===== src/rtl/hs_rr_arbiter.sv =====
// hs_rr_arbiter: round-robin N:1 valid/ready arbiter with burst lock
// and a registered output stage tagged with the source index.
module hs_rr_arbiter #(
   parameter int WIDTH = 8,
   parameter int N     = 4,
   parameter int BURST = 4,
   parameter int SW    = $clog2(N)
) (
   input  logic               clk,
   input  logic               rst_n,
   input  logic               en,
   input  logic [N-1:0]       m_valid,
   input  logic [N*WIDTH-1:0] m_data,
   output logic [N-1:0]       m_ready,
   output logic               out_valid,
   output logic [WIDTH-1:0]   out_data,
   output logic [SW-1:0]      out_src,
   input  logic               out_ready
);

   typedef enum logic {UNLOCKED, LOCKED} state_t;

   localparam logic [7:0] BLAST = 8'(BURST);

   state_t           state;
   logic [SW-1:0]    ptr;
   logic [SW-1:0]    ptr_lock;
   logic [SW-1:0]    base;
   logic [SW-1:0]    gnt;
   logic [7:0]       beat_cnt;
   logic             gnt_vld;
   logic             free;
   logic             accept;
   logic             lock_live;
   logic [WIDTH-1:0] lane;

   assign free      = !out_valid || out_ready;
   assign lock_live = (state == LOCKED) && m_valid[ptr_lock];
   assign base      = (state == LOCKED) ? ptr_lock : ptr;

   // Descending scan: the smallest offset from base is written last and wins.
   always_comb begin
      int idx;
      gnt     = '0;
      gnt_vld = 1'b0;
      idx     = 0;
      if (lock_live) begin
         gnt     = ptr_lock;
         gnt_vld = 1'b1;
      end else begin
         for (int k = N; k >= 1; k--) begin
            idx = int'(base) + k;
            if (idx >= N) idx = idx - N;
            if (m_valid[idx]) begin
               gnt     = SW'(idx);
               gnt_vld = 1'b1;
            end
         end
      end
   end

   always_comb begin
      m_ready = '0;
      if (rst_n && free && en && gnt_vld) m_ready[gnt] = 1'b1;
   end

   assign accept = |(m_valid & m_ready);
   assign lane   = m_data[int'(gnt)*WIDTH +: WIDTH];

   always_ff @(posedge clk or negedge rst_n) begin
      if (!rst_n) begin
         out_valid <= 1'b0;
         out_data  <= '0;
         out_src   <= '0;
         ptr       <= SW'(N-1);
         ptr_lock  <= '0;
         beat_cnt  <= '0;
         state     <= UNLOCKED;
      end else begin
         if (accept) begin
            out_valid <= 1'b1;
            out_data  <= lane;
            out_src   <= gnt;
         end else if (out_ready) begin
            out_valid <= 1'b0;
         end

         unique case (state)
            UNLOCKED: begin
               if (accept) begin
                  if (BURST == 1) begin
                     ptr <= gnt;
                  end else begin
                     ptr_lock <= gnt;
                     beat_cnt <= 8'd1;
                     state    <= LOCKED;
                  end
               end
            end
            LOCKED: begin
               if (free && en) begin
                  if (lock_live) begin
                     if (beat_cnt + 8'd1 == BLAST) begin
                        ptr      <= ptr_lock;
                        beat_cnt <= '0;
                        state    <= UNLOCKED;
                     end else begin
                        beat_cnt <= beat_cnt + 8'd1;
                     end
                  end else begin
                     // Lock dropped; a same-cycle winner starts a fresh burst.
                     ptr <= ptr_lock;
                     if (accept) begin
                        ptr_lock <= gnt;
                        beat_cnt <= 8'd1;
                     end else begin
                        beat_cnt <= '0;
                        state    <= UNLOCKED;
                     end
                  end
               end
            end
            default: state <= UNLOCKED;
         endcase
      end
   end

endmodule


===== config.mk =====
export PLATFORM = sky130hd
export DESIGN_NAME = hs_rr_arbiter
export DESIGN_NICKNAME = d
export VERILOG_FILES = /design/src/rtl/hs_rr_arbiter.sv
export SDC_FILE = /design/constraint.sdc
export NUM_CORES = 1
export LEC_CHECK = 0
export CAP_MARGIN = 20
export CORE_MARGIN = 1
export CORE_UTILIZATION = 60
export CTS_CLUSTER_DIAMETER = 150
export DETAILED_ROUTE_END_ITERATION = 6
export DONT_BUFFER_PORTS = 1
export GPL_TIMING_DRIVEN = 0
export PLACE_DENSITY = 0.84
export SLEW_MARGIN = 25
export SYNTH_ARGS = -nofsm -noshare
export SYNTH_HDL_FRONTEND = slang
export SYNTH_SLANG_ARGS = --single-unit

===== constraint.sdc =====
create_clock -name clk -period 6.6 [get_ports clk]
set_clock_uncertainty 0.1 [all_clocks]
set_input_delay 0.99 -clock clk [delete_from_list [all_inputs] [get_ports clk]]
set_output_delay 0.99 -clock clk [all_outputs]
set_load 0.02 [all_outputs]

Word level (Yosys, flattened, before mapping)

Index checks and enable logic that the tools add are counted.

Add/sub/neg operators: 9
Magnitude comparators: 11
Equality and inequality tests: 5
Shift-type cells: 1
Mux-type cells: 55
Bitwise operators: 2
Reduce and logical (&&, ||, !) cells: 13

Operator list:

| operator                                              | number |
|---|---|
| two-way mux 32 bit                                    | 8 |
| < comparator 32 x 4 -> 1 bit, second input constant   | 4 |
| two-way mux 8 bit                                     | 4 |
| variable part select 32 x 6 -> 8 bit                  | 1 |
| two-way mux 1 bit                                     | 22 |
| two-way mux 2 bit                                     | 11 |
| one-hot mux 8 bit (2 select lines)                    | 1 |
| subtractor 3 x 3 -> 4 bit, second input constant      | 3 |
| binary-select mux 1 bit (select 2 bit)                | 5 |
| >= comparator 3 bit, second input constant            | 3 |
| adder 8 x 1 -> 8 bit, second input constant           | 1 |
| == test 8 x 3 -> 1 bit, second input constant         | 1 |
| adder 2 x 2 -> 3 bit, second input constant           | 2 |
| logical AND 1 bit                                     | 6 |
| < comparator 2 x 3 -> 1 bit, second input constant    | 2 |
| subtractor 4 x 3 -> 5 bit, second input constant      | 1 |
| adder 2 x 3 -> 4 bit, second input constant           | 1 |
| bitwise AND 4 bit                                     | 1 |
| >= comparator 4 x 3 -> 1 bit, second input constant   | 1 |
| two-way mux 4 bit                                     | 1 |
| inequality test 2 x 1 -> 1 bit, second input constant | 2 |
| inequality test 2 bit, second input constant          | 2 |
| one-hot mux 2 bit (2 select lines)                    | 1 |
| AND reduction 2 bit                                   | 2 |
| 10 further kinds                                      | 10 |

Register bits after elaboration: 24
Bits of input ports: 40
Output and inout port bits: 15
Logic and storage cells: 103

Depth between registers and ports, before layout

Gate-level depths: netlist of run 1.

Word-level depth: 24
Gate-level depth with buffers: 9
Depth with buffers taken out: 6

Least setup slack after synthesis of run 1

No wires, ideal clock.

Path kind: input-to-output
Start: input m_valid[1]
End: output m_ready[1]
Arrival: 2.510 ns
Data required time: 5.510 ns
Setup slack: 3.000 ns
Stages on the path: 4
Buffers on the path: 0
Cells stage by stage: or4bb_1 -> a21oi_1 -> a21oi_4 -> nor3_1

Word-level cells in the longest chain between the ends: 13
Elaborated cells between the ends (all ways): 32
Classes of those cells: order compare (2); mux (27); reduce/logical (3)

RTL lines:

| element                                                                                                  | RTL line | text |
|---|---|---|
| start, declared                                                                                          | 12       | `input logic [N-1:0] m_valid,` |
| binary-select mux 1 bit (select 2 bit)                                                                   | 54       | `if (m_valid[idx]) begin` |
| two-way mux 1 bit (implied by the code) (2 in series)                                                    | 54       |  |
| two-way mux 2 bit (4 in series)                                                                          | 54       |  |
| two-way mux 2 bit                                                                                        | 47       | `if (lock_live) begin` |
| < comparator 2 x 3 -> 1 bit (implied by the code) / >= comparator 2 x 1 -> 1 bit (equally long branches) | 64       | `if (rst_n && free && en && gnt_vld) m_ready[gnt] = 1'b1;` |
| logical AND 1 bit (implied by the code)                                                                  | 64       |  |
| two-way mux 1 bit (implied by the code)                                                                  | 64       |  |
| demux 1 bit (select 2 bit)                                                                               | 64       |  |
| two-way mux 4 bit *                                                                                      | 64       |  |
| end, declared                                                                                            | 14       | `output logic [N-1:0] m_ready,` |

Every way passes the cells marked *; elsewhere a longest branch is shown, timed or not. The select of a mux whose other input is x is not followed.

Worst setup path in the final report of run 1

Start: input m_valid[3]
End: output m_ready[0]

Same word-level chain as after synthesis.

==> metrics, run 1 <==
Chip Width 55.7 um; Clock Sinks 24; worst r2r src state$_DFF_PN0_; Comb power frac 48.3%; first drt pass iteration count 4; detailed-route via count 1570; Yosys top cell area share 31.9%; die area 3100 um2; initial antenna violation count 0; wire per inst 17.9 um; # rows 19; Antenna Violating Nets Remaining 0; CTS clk-pin slew, worst paths 0.14 ns; CTS H-tree depth 1; Int Power 418 uW; Worst setup EP type output port; Seq pwr share 37.3%; starting density of the core 63.2%; Nets 246; unrepaired setup endpoints after global routing false; Mapped Nets 241; Synth Cell Area 1730 um2; number of buffers created by CTS 3; non-filler cells, final 235; Final Hold Fails 0; CTS tree built; Top-Level Pins 55; gpl congestion 0.858; Peak VDD IR 0.000341 V; hold buffers post-CTS 0; Clock Tree Root clkbuf_4; HPWL Detailed 3180 um; number of global-route vias before repair 1541; largest net degree at the start of global routing 27; Worst Setup SP m_valid[3]; Max Slew Vio Count 0; clock share of power 14.4%; Starting DRT DRC Count 77; Worst-Skew Late Latency 0.33 ns; sequential share of the synthesized area 34.9%; Mean Syn Cell Area 8.64 um2; CP startpoint kind input port; number of synthesized register bits 24; clock buffer depth 2; Fin Setup TNS 0 ns; placed cells 231; post-route clock period utilization 58.2%; PD cells 412 nW/um2; Fmax achieved 260 MHz; Setup Viol. Count Final 0; Fill cells 224; Sw Share 44.2%; post-cts resize count 0; Max-Cap Viols 0; layout cells sized above 1 13.7%; Via density 6.68; Detailed Route WL 4210 um; total gr overflow 0; Max-slew headroom 58.0%; final worst path period need 3.84 ns; Port Buffers 0; Post-synth ARST share 100%; Core ar. 2730 um2; DRC Markers 0; number of enable flip-flop cells after synthesis 0; Worst Path Required 5.51 ns; Hold Crit Class input port to async pin; Synth-to-Final Area Change 5.29%; net switching component of the power 332 uW; status finished, final reports clean; Worst Path Arrival 2.75 ns; Pleak 0.000808 uW; Synth area leaders dfrtp_1 (32%), nand2_1 (6.3%), nand3_1 (6.1%); Slew @ Worst Pin 0.625 ns; Synth Warn # 0; Antenna Cells 0; first-pass GRT wire length 6970 um; total track usage 28.0%; setup bufs post-CTS 0; die height 55.7 um; ys flop type dfrtp_1; cell taking the most area after synthesis dfrtp_1; Yosys cell types 49; Mapped Cells 200; WS Path Type input port to output port; CP max FO 10
==> worst max-delay path, stage by stage <==
cell and delay (ns):
mux2_2 0.28, a22oi_2 0.33, mux2i_1 0.26, clkbuf_1 0.40
nand2_1 0.15, nor2_1 0.33
==> per-layer routing <==
metal	track usage [%]	vias to the layer above	routed length [um]
li1	-	748	-
met1	31.7	754	1660
met2	51.8	60	2220
met3	7.21	8	244
met4	7.50	0	82
met5	0	-	0
==> per-stage QoR <==
| step | area (um2) | total power [uW] | setup slack [ns] | utilization [%] | hold slack (ns) |
|---|---|---|---|---|---|
| after floorplan | 1730 | 568 | 3.00 | - | 0.346 |
| after detailed placement | 1770 | 641 | 2.77 | 64.6 | 0.378 |
| after global placement | 1770 | 620 | 2.85 | 64.6 | 0.372 |
| after global routing | 1820 | 792 | 2.66 | 66.5 | 0.216 |
| final | 1820 | 750 | 2.76 | 66.5 | 0.230 |
| after CTS | 1820 | 747 | 2.77 | 66.5 | 0.231 |
==> registers in the layout, indices dropped and copies added (netlist names) <==
register	count
out_valid	1
out_src	2
state	1
out_data	8
ptr_lock	2
beat_cnt	8
ptr	2
==> cells in the mapped netlist (2+ instances only) <==
master    count
a21o_1        5
a21oi_1      10
a32oi_1       8
and3_1        3
buf_6         6
clkbuf_1      5
dfrtp_1      22
dfstp_2       2
inv_1         5
mux2_2        6
mux2i_1       3
nand2_1      29
nand2b_1      5
nand3_1      21
nand3b_1      2
nor2_1       17
nor3_1        2
o211ai_1      9
o21ai_0       8
o21ai_1       2
o31ai_1       2
==> path summary, 6_finish.rpt <==
path / end / slack, ns / cells after the start
worst max-delay path: m_ready[0] / 2.76 / 6
worst min-delay path: out_valid$_DFFE_PN0P_ / 0.23 / 0
worst max register to register: out_data[6]$_DFFE_PN0P_ / 4.23 / 8
worst min register to register: beat_cnt[7]$_DFFE_PN0P_ / 0.40 / 1
max in group asynchronous: ptr[0]$_DFFE_PN1P_ / 5.99 / 0
min in group clk: beat_cnt[7]$_DFFE_PN0P_ / 0.40 / 1
==> final cells by class <==
cell class / instances / area (um2) / share of cell area (%)
clock buffers: 3 / 22.5 / 1.24
well taps: 31 / 38.8 / 2.13
plain buffers: 11 / 86.3 / 4.75
flip-flops and latches: 24 / 603 / 33.1
multi-input cells: 160 / 1020 / 56.1
inverters: 5 / 18.8 / 1.03
clock inverters: 1 / 30.0 / 1.65
==> placed cells by master, fill, tap and decap left out, types with 2 or more instances in the layout <==
cell      count
nand3_1      21
clkbuf_4      3
dfrtp_1      22
inv_1         5
o21ai_0       8
mux2i_1       3
nor3_1        2
a21oi_1      10
clkbuf_1      5
o211ai_1      9
a32oi_1       8
buf_6         6
a21o_1        5
o31ai_1       2
nand3b_1      2
mux2_2        6
nand2_1      29
nand2b_1      5
and3_1        3
nor2_1       17
dfstp_2       2
o21ai_1       2
==> cells by family (layout without fill, tap and decap cells) <==
| logic type | count (synthesis) | in the layout | share of synthesized area (%) |
|---|---|---|---|
| multiplexers | 9 | 9 | 5.65 |
| AO/OA/AOI/OAI | 58 | 58 | 25.9 |
| flip-flops | 24 | 24 | 34.9 |
| AND/OR/NAND/NOR | 90 | 90 | 25.7 |
| XOR/XNOR | 2 | 2 | 1.01 |
| buffers and inverters | 16 | 20 | 6.08 |
| adder cells (fa/ha/maj) | 1 | 1 | 0.724 |
==> power groups by stage <==
stage,combinational [uW],sequential [uW],clock [uW]
detailed placement,361,280,0
global placement,342,278,0
finish,362,280,108
floorplan,301,267,0
global route,394,284,113
CTS,361,278,108
Note: power is estimated with default switching activity, not from simulation.
==> inputs of run 2 (changes only) <==
Settings changed: ABC_AREA set to 1, CORE_UTILIZATION 60 to 57, PLACE_DENSITY 0.84 to 0.83.
Clock period 6.6 ns to 3.24 ns, I/O delays scaled along.
==> run 2 against run 1 <==
Non-clock buffer count down 1. Global-route usage is 3.0 points lower. Critical path depth is 8 higher. Synthesized cell count increased by 45%. Critical endpoint is now m_ready[1]. Highest routed layer unchanged.
==> metrics, run 2 <==
Top-Level Pins 55; final worst path period need 3.05 ns; Setup Viol. Count Final 0; starting density of the core 59.6%; Fin Setup TNS 0 ns; total track usage 25.0%; Yosys top cell area share 30.5%; most common cell after layout, fill and taps aside nand2_1; Antenna Violating Nets Remaining 0; Mean Syn Cell Area 6.24 um2; Final Hold Fails 0; Commonest cells post-synth nand2_1 (114), inv_1 (41), nand3_1 (36); first drt pass iteration count 6; cell taking the most area after synthesis dfrtp_1; Max-slew headroom 66.2%; number of synthesized register bits 24; most used cell, CP nand2_1; R2R depth 14; Yosys cell types 24; commonest non-fill, non-tap cells in the layout nand2_1 (113), inv_1 (39), nand3_1 (35); Max-Cap Viols 0; Antenna Cells 0; Port Buffers 0; Mapped Nets 330; placed cells 333; layout cells sized above 1 14.8%; Largest regs beat_cnt: 8 flops, out_data: 8 flops; Post-synth ARST share 100%; CTS clk-pin slew, worst paths 0.13 ns; Fmax achieved 328 MHz; CP Cell Sequence inv_4, nand2_2, nand2_2, nand2_1, nand2_2, nand2_1, nand3_2, nand2_1, o21ai_0, nand2_1, buf_6, nor2_1, inv_1, nor2_4; gpl congestion 0.915; CP max FO 10; wire per inst 11.6 um; WS Path Type register to output port; Chip Width 58.3 um; # rows 20; most frequent cell after synthesis nand2_1; slowest cell on the critical path dfrtp_2; HPWL Detailed 2960 um; Synth area leaders dfrtp_1 (31%), nand2_1 (24%), nand3_1 (10%); Mapped Cells 289; r2r endpoint beat_cnt[7]$_DFFE_PN0P_; number of buffers created by CTS 3; Top delay family on crit path simple AND/OR/NAND/NOR gates; non-filler cells, final 341; number of enable flip-flop cells after synthesis 0; Worst-Skew Late Latency 0.32 ns; initial antenna violation count 0; Nets 339; reg2reg setup slack 0.99 ns; Slew @ Worst Pin 0.507 ns; Starting DRT DRC Count 69; sequential share of the synthesized area 33.4%; ys flop type dfrtp_1; Worst path max stage delay 0.49 ns; post-route clock period utilization 94.2%; detailed-route via count 1760; Worst Path Required 2.65 ns; Synth-to-Final Area Change 11.6%; worst r2r src state$_DFF_PN0_; die area 3390 um2; Max Slew Vio Count 0; Via density 5.16; critical path depth 14; die height 58.3 um; Hold Crit Class input port to async pin; CP startpoint kind register; Clock Tree Root clkbuf_4; Worst setup EP type output port; CTS tree built; Synth Warn # 0; Core ar. 3030 um2; CP Buf/Inv Count 3; first-pass GRT wire length 6560 um; Fill cells 268; status finished, final reports clean; clock buffer depth 2; total gr overflow 0; Detailed Route WL 3950 um; CTS H-tree depth 1; Synth Cell Area 1800 um2; area of the multi-input gates 1040 um2; FF/Latch Area 604 um2; Worst Path Arrival 2.46 ns; DRC Markers 0; Clock Sinks 24; largest net degree at the start of global routing 25; number of global-route vias before repair 1574
run 2: changes by cell type in the layout (fill, tap and decap cells not counted), sizes merged, moves of 4 or more:
cell,before,now
nand2b,5,0
o211ai,9,0
xor2,1,5
inv,5,43
nand3,21,38
o22ai,1,5
a21o,5,0
a21oi,11,3
mux2,6,0
a32oi,8,0
nand2,29,129
run 2: worst max path at each step:
stage | start | end | slack, ns
final | state$_DFF_PN0_ | m_ready[1] | 0.19
after global routing | state$_DFF_PN0_ | m_ready[1] | -0.04
after CTS | state$_DFF_PN0_ | m_ready[3] | 0.006
after detailed placement | state$_DFF_PN0_ | m_ready[2] | 0.32
after global placement | state$_DFF_PN0_ | m_ready[2] | 0.32
after floorplan | state$_DFF_PN0_ | m_ready[2] | 0.64
run 2: metal layers:
metal	wire length [um]	track usage, %	vias to the layer above
li1	-	-	909
met1	1730	32.6	784
met2	1870	41.5	57
met3	261	5.13	10
met4	82	8.16	0
met5	0	0	-
run 2: timing repair:
item,in CTS,in global routing
resized for setup,1,18
pin swaps,0,2
setup buffers,0,3
cloned,0,0
hold buffers,1,0
setup endpoints to repair,1,4
endpoints found under the hold margin,24,0
run 2: layout make-up:
class | instances | area share (%)
plain buffers | 6 | 2.61
clock buffers | 3 | 1.12
clock inverters | 1 | 1.49
inverters | 45 | 8.89
multi-input cells | 214 | 51.8
flip-flops and latches | 24 | 30.0
well taps | 44 | 2.73
repair buffers | 4 | 1.37
run 2: kinds of logic after synthesis:
group / share of synthesized area, %
AND/OR/NAND/NOR: 45.4
buffers and inverters: 11.9
flip-flops: 33.4
AO/OA/AOI/OAI: 5.76
XOR/XNOR: 2.91
adder cells (fa/ha/maj): 0.693
run 2: stage by stage:
stage / worst slack [ns] / hold WS [ns] / util, % / instance area, um2
3_5_place_dp: 0.318 / 0.0908 / 61.4 / 1860
4_1_cts: 0.00644 / 0.232 / 63.6 / 1930
3_3_place_gp: 0.321 / 0.0909 / 61.4 / 1860
6_report: 0.189 / 0.00892 / 66.5 / 2010
2_1_floorplan: 0.637 / 0.0904 / - / 1800
5_1_grt: -0.0423 / 0.0444 / 66.5 / 2010
Power of run 2 is not shown: default switching activity piles up to over one toggle a cycle in this logic, so the estimate is an artifact.
==> inputs of run 3 (changes only) <==
Settings changed: ABC_AREA 1 to unset.
==> run 3 against run 2 <==
Sequential cell count unchanged. Die area down 4.1%. First-iteration DRC count increased by 25%. Via count down 9.3%. Final cell count fell by 31%. Maximum frequency shrank 2.1%. Critical path depth decreased by 6. Non-clock buffer count rose by 2. Clock-buffer cell count did not move. Wire length grew 4.1%. Register-to-register slack worse by 0.06 ns. Global-route usage rose by 1.9 points. Critical path type unchanged. Largest cell class unchanged. Highest routed layer unchanged.
==> metrics, run 3 (same netlist as run 1, synthesis figures left out) <==
initial antenna violation count 0; design area 1830 um2; Worst path max stage delay 0.43 ns; total track usage 26.9%; number of global-route vias before repair 1593; Worst Setup SP state$_DFF_PN0_; DP Area 1770 um2; unrepaired setup endpoints after global routing false; WS Path Type register to output port; Starting DRT DRC Count 86; most used cell, CP buf_6; Pleak 0.000815 uW; die area 3260 um2; Top delay family on crit path compound AO/OA/AOI/OAI gates; worst r2r src beat_cnt[0]$_DFFE_PN0P_; layout cells sized above 1 15.1%; slowest cell on the critical path dfrtp_1; wire per inst 17.4 um; number of buffers created by CTS 3; Max Slew Vio Count 0; Setup Viol. Count Final 0; Largest regs beat_cnt: 8 flops, out_data: 8 flops; CTS clk-pin slew, worst paths 0.14 ns; Max-Cap Viols 0; gpl congestion 0.804; final worst path period need 3.11 ns; CP Buf/Inv Count 3; Final Hold Fails 0; Synth-to-Final Area Change 5.94%; worst hold margin 0.0182 ns; Via density 6.77; CP max FO 10; Hold Crit Class input port to async pin; Max-slew headroom 53.9%; largest net degree at the start of global routing 25; final core occ 65.3%; Worst Path Required 2.65 ns; r2r endpoint ptr[0]$_DFFE_PN1P_; CP startpoint kind register; Detailed Route WL 4110 um; Antenna Cells 0; CTS H-tree depth 1; R2R depth 6; Worst-Skew Late Latency 0.32 ns; detailed-route via count 1597; CP Cell Sequence buf_6, and2_4, a32o_1, a211o_1, buf_6, a21o_1, buf_6, nor3_2; Worst Path Arrival 2.53 ns; Worst setup EP type output port; Fin Setup TNS 0 ns; Core ar. 2810 um2; CTS tree built; Chip Width 57.1 um; Top-Level Pins 55; Antenna Violating Nets Remaining 0; Clock Sinks 24; Slew @ Worst Pin 0.685 ns; Peak VDD IR 0.000521 V; setup bufs post-CTS 0; most common cell after layout, fill and taps aside nand2_1; starting density of the core 61.6%; DRC Markers 0; Fmax achieved 321 MHz; Port Buffers 0; first drt pass iteration count 4; post-route clock period utilization 96.1%; status finished, final reports clean; crit path to m_ready[3]; # rows 19; Power, Total 1530 uW; clock buffer depth 2; commonest non-fill, non-tap cells in the layout nand2_1 (29), dfrtp_1 (22), nand3_1 (21); first-pass GRT wire length 6900 um; PD cells 838 nW/um2; critical path depth 8; HPWL Detailed 3060 um; total gr overflow 0; Nets 247; die height 57.1 um; Clock Tree Root clkbuf_4; reg2reg setup slack 0.93 ns
## run 3: changes by cell type in the layout (fill, tap and decap cells not counted), sizes merged, moves of 5 or more
cell    change
nand2b      +5
a21o        +5
nand2     -100
a32oi       +8
o211ai      +9
nand3      -17
inv        -38
mux2        +6
a21oi       +8
## run 3: final cells by class
| type | count | area [um2] |
|---|---|---|
| Multi-Input combinational cell | 160 | 1020 |
| Fill cell | 227 | 975 |
| Sequential cell | 24 | 603 |
| Buffer | 11 | 87.6 |
| Tap cell | 31 | 38.8 |
| Clock inverter | 1 | 30.0 |
| Clock buffer | 3 | 22.5 |
| Inverter | 5 | 18.8 |
| Timing Repair Buffer | 1 | 5.00 |
## run 3: per-layer routing
layer,wire length (um),share of wire [%],global-route usage (%)
met3,220,5.4,4.54
met4,102,2.5,9.41
met2,2090,51,48.1
met5,0,0,0
met1,1700,41,32.7
## run 3: worst min path at each step
| stage | from | endpoint | slack [ns] | cells after the start |
|---|---|---|---|---|
| 5_1_grt | rst_n | beat_cnt[7]$_DFFE_PN0P_ | 0.06 | 1 |
| 6_report | rst_n | ptr_lock[0]$_DFFE_PN0P_ | 0.02 | 1 |
| 3_5_place_dp | rst_n | beat_cnt[7]$_DFFE_PN0P_ | 0.09 | 0 |
| 4_1_cts | m_data[9] | out_data[1]$_DFFE_PN0P_ | 0.20 | 2 |
| 2_1_floorplan | rst_n | beat_cnt[0]$_DFFE_PN0P_ | 0.09 | 0 |
| 3_3_place_gp | rst_n | beat_cnt[7]$_DFFE_PN0P_ | 0.09 | 0 |
## run 3: through the flow
step           worst slack, ns  cells
2_1_floorplan            0.615    200
5_1_grt                 0.0127    236
6_report                 0.125    236
4_1_cts                 0.0678    236
3_5_place_dp             0.443    231
3_3_place_gp             0.470    231
## run 3: what timing repair did
item | 4_1_cts | 5_1_grt
endpoints found under the hold margin | 24 | 0
resized for setup | 0 | 3
setup endpoints to repair | 0 | 3
hold buffers | 1 | 0
## run 3: power by group
| part | internal, uW | switching, uW | leakage (uW) |
|---|---|---|---|
| Combinational | 325 | 424 | 0.000486 |
| Sequential | 405 | 161 | 0.000302 |
| Clock | 125 | 93.7 | 0.0000279 |
| Total | 855 | 679 | 0.000815 |
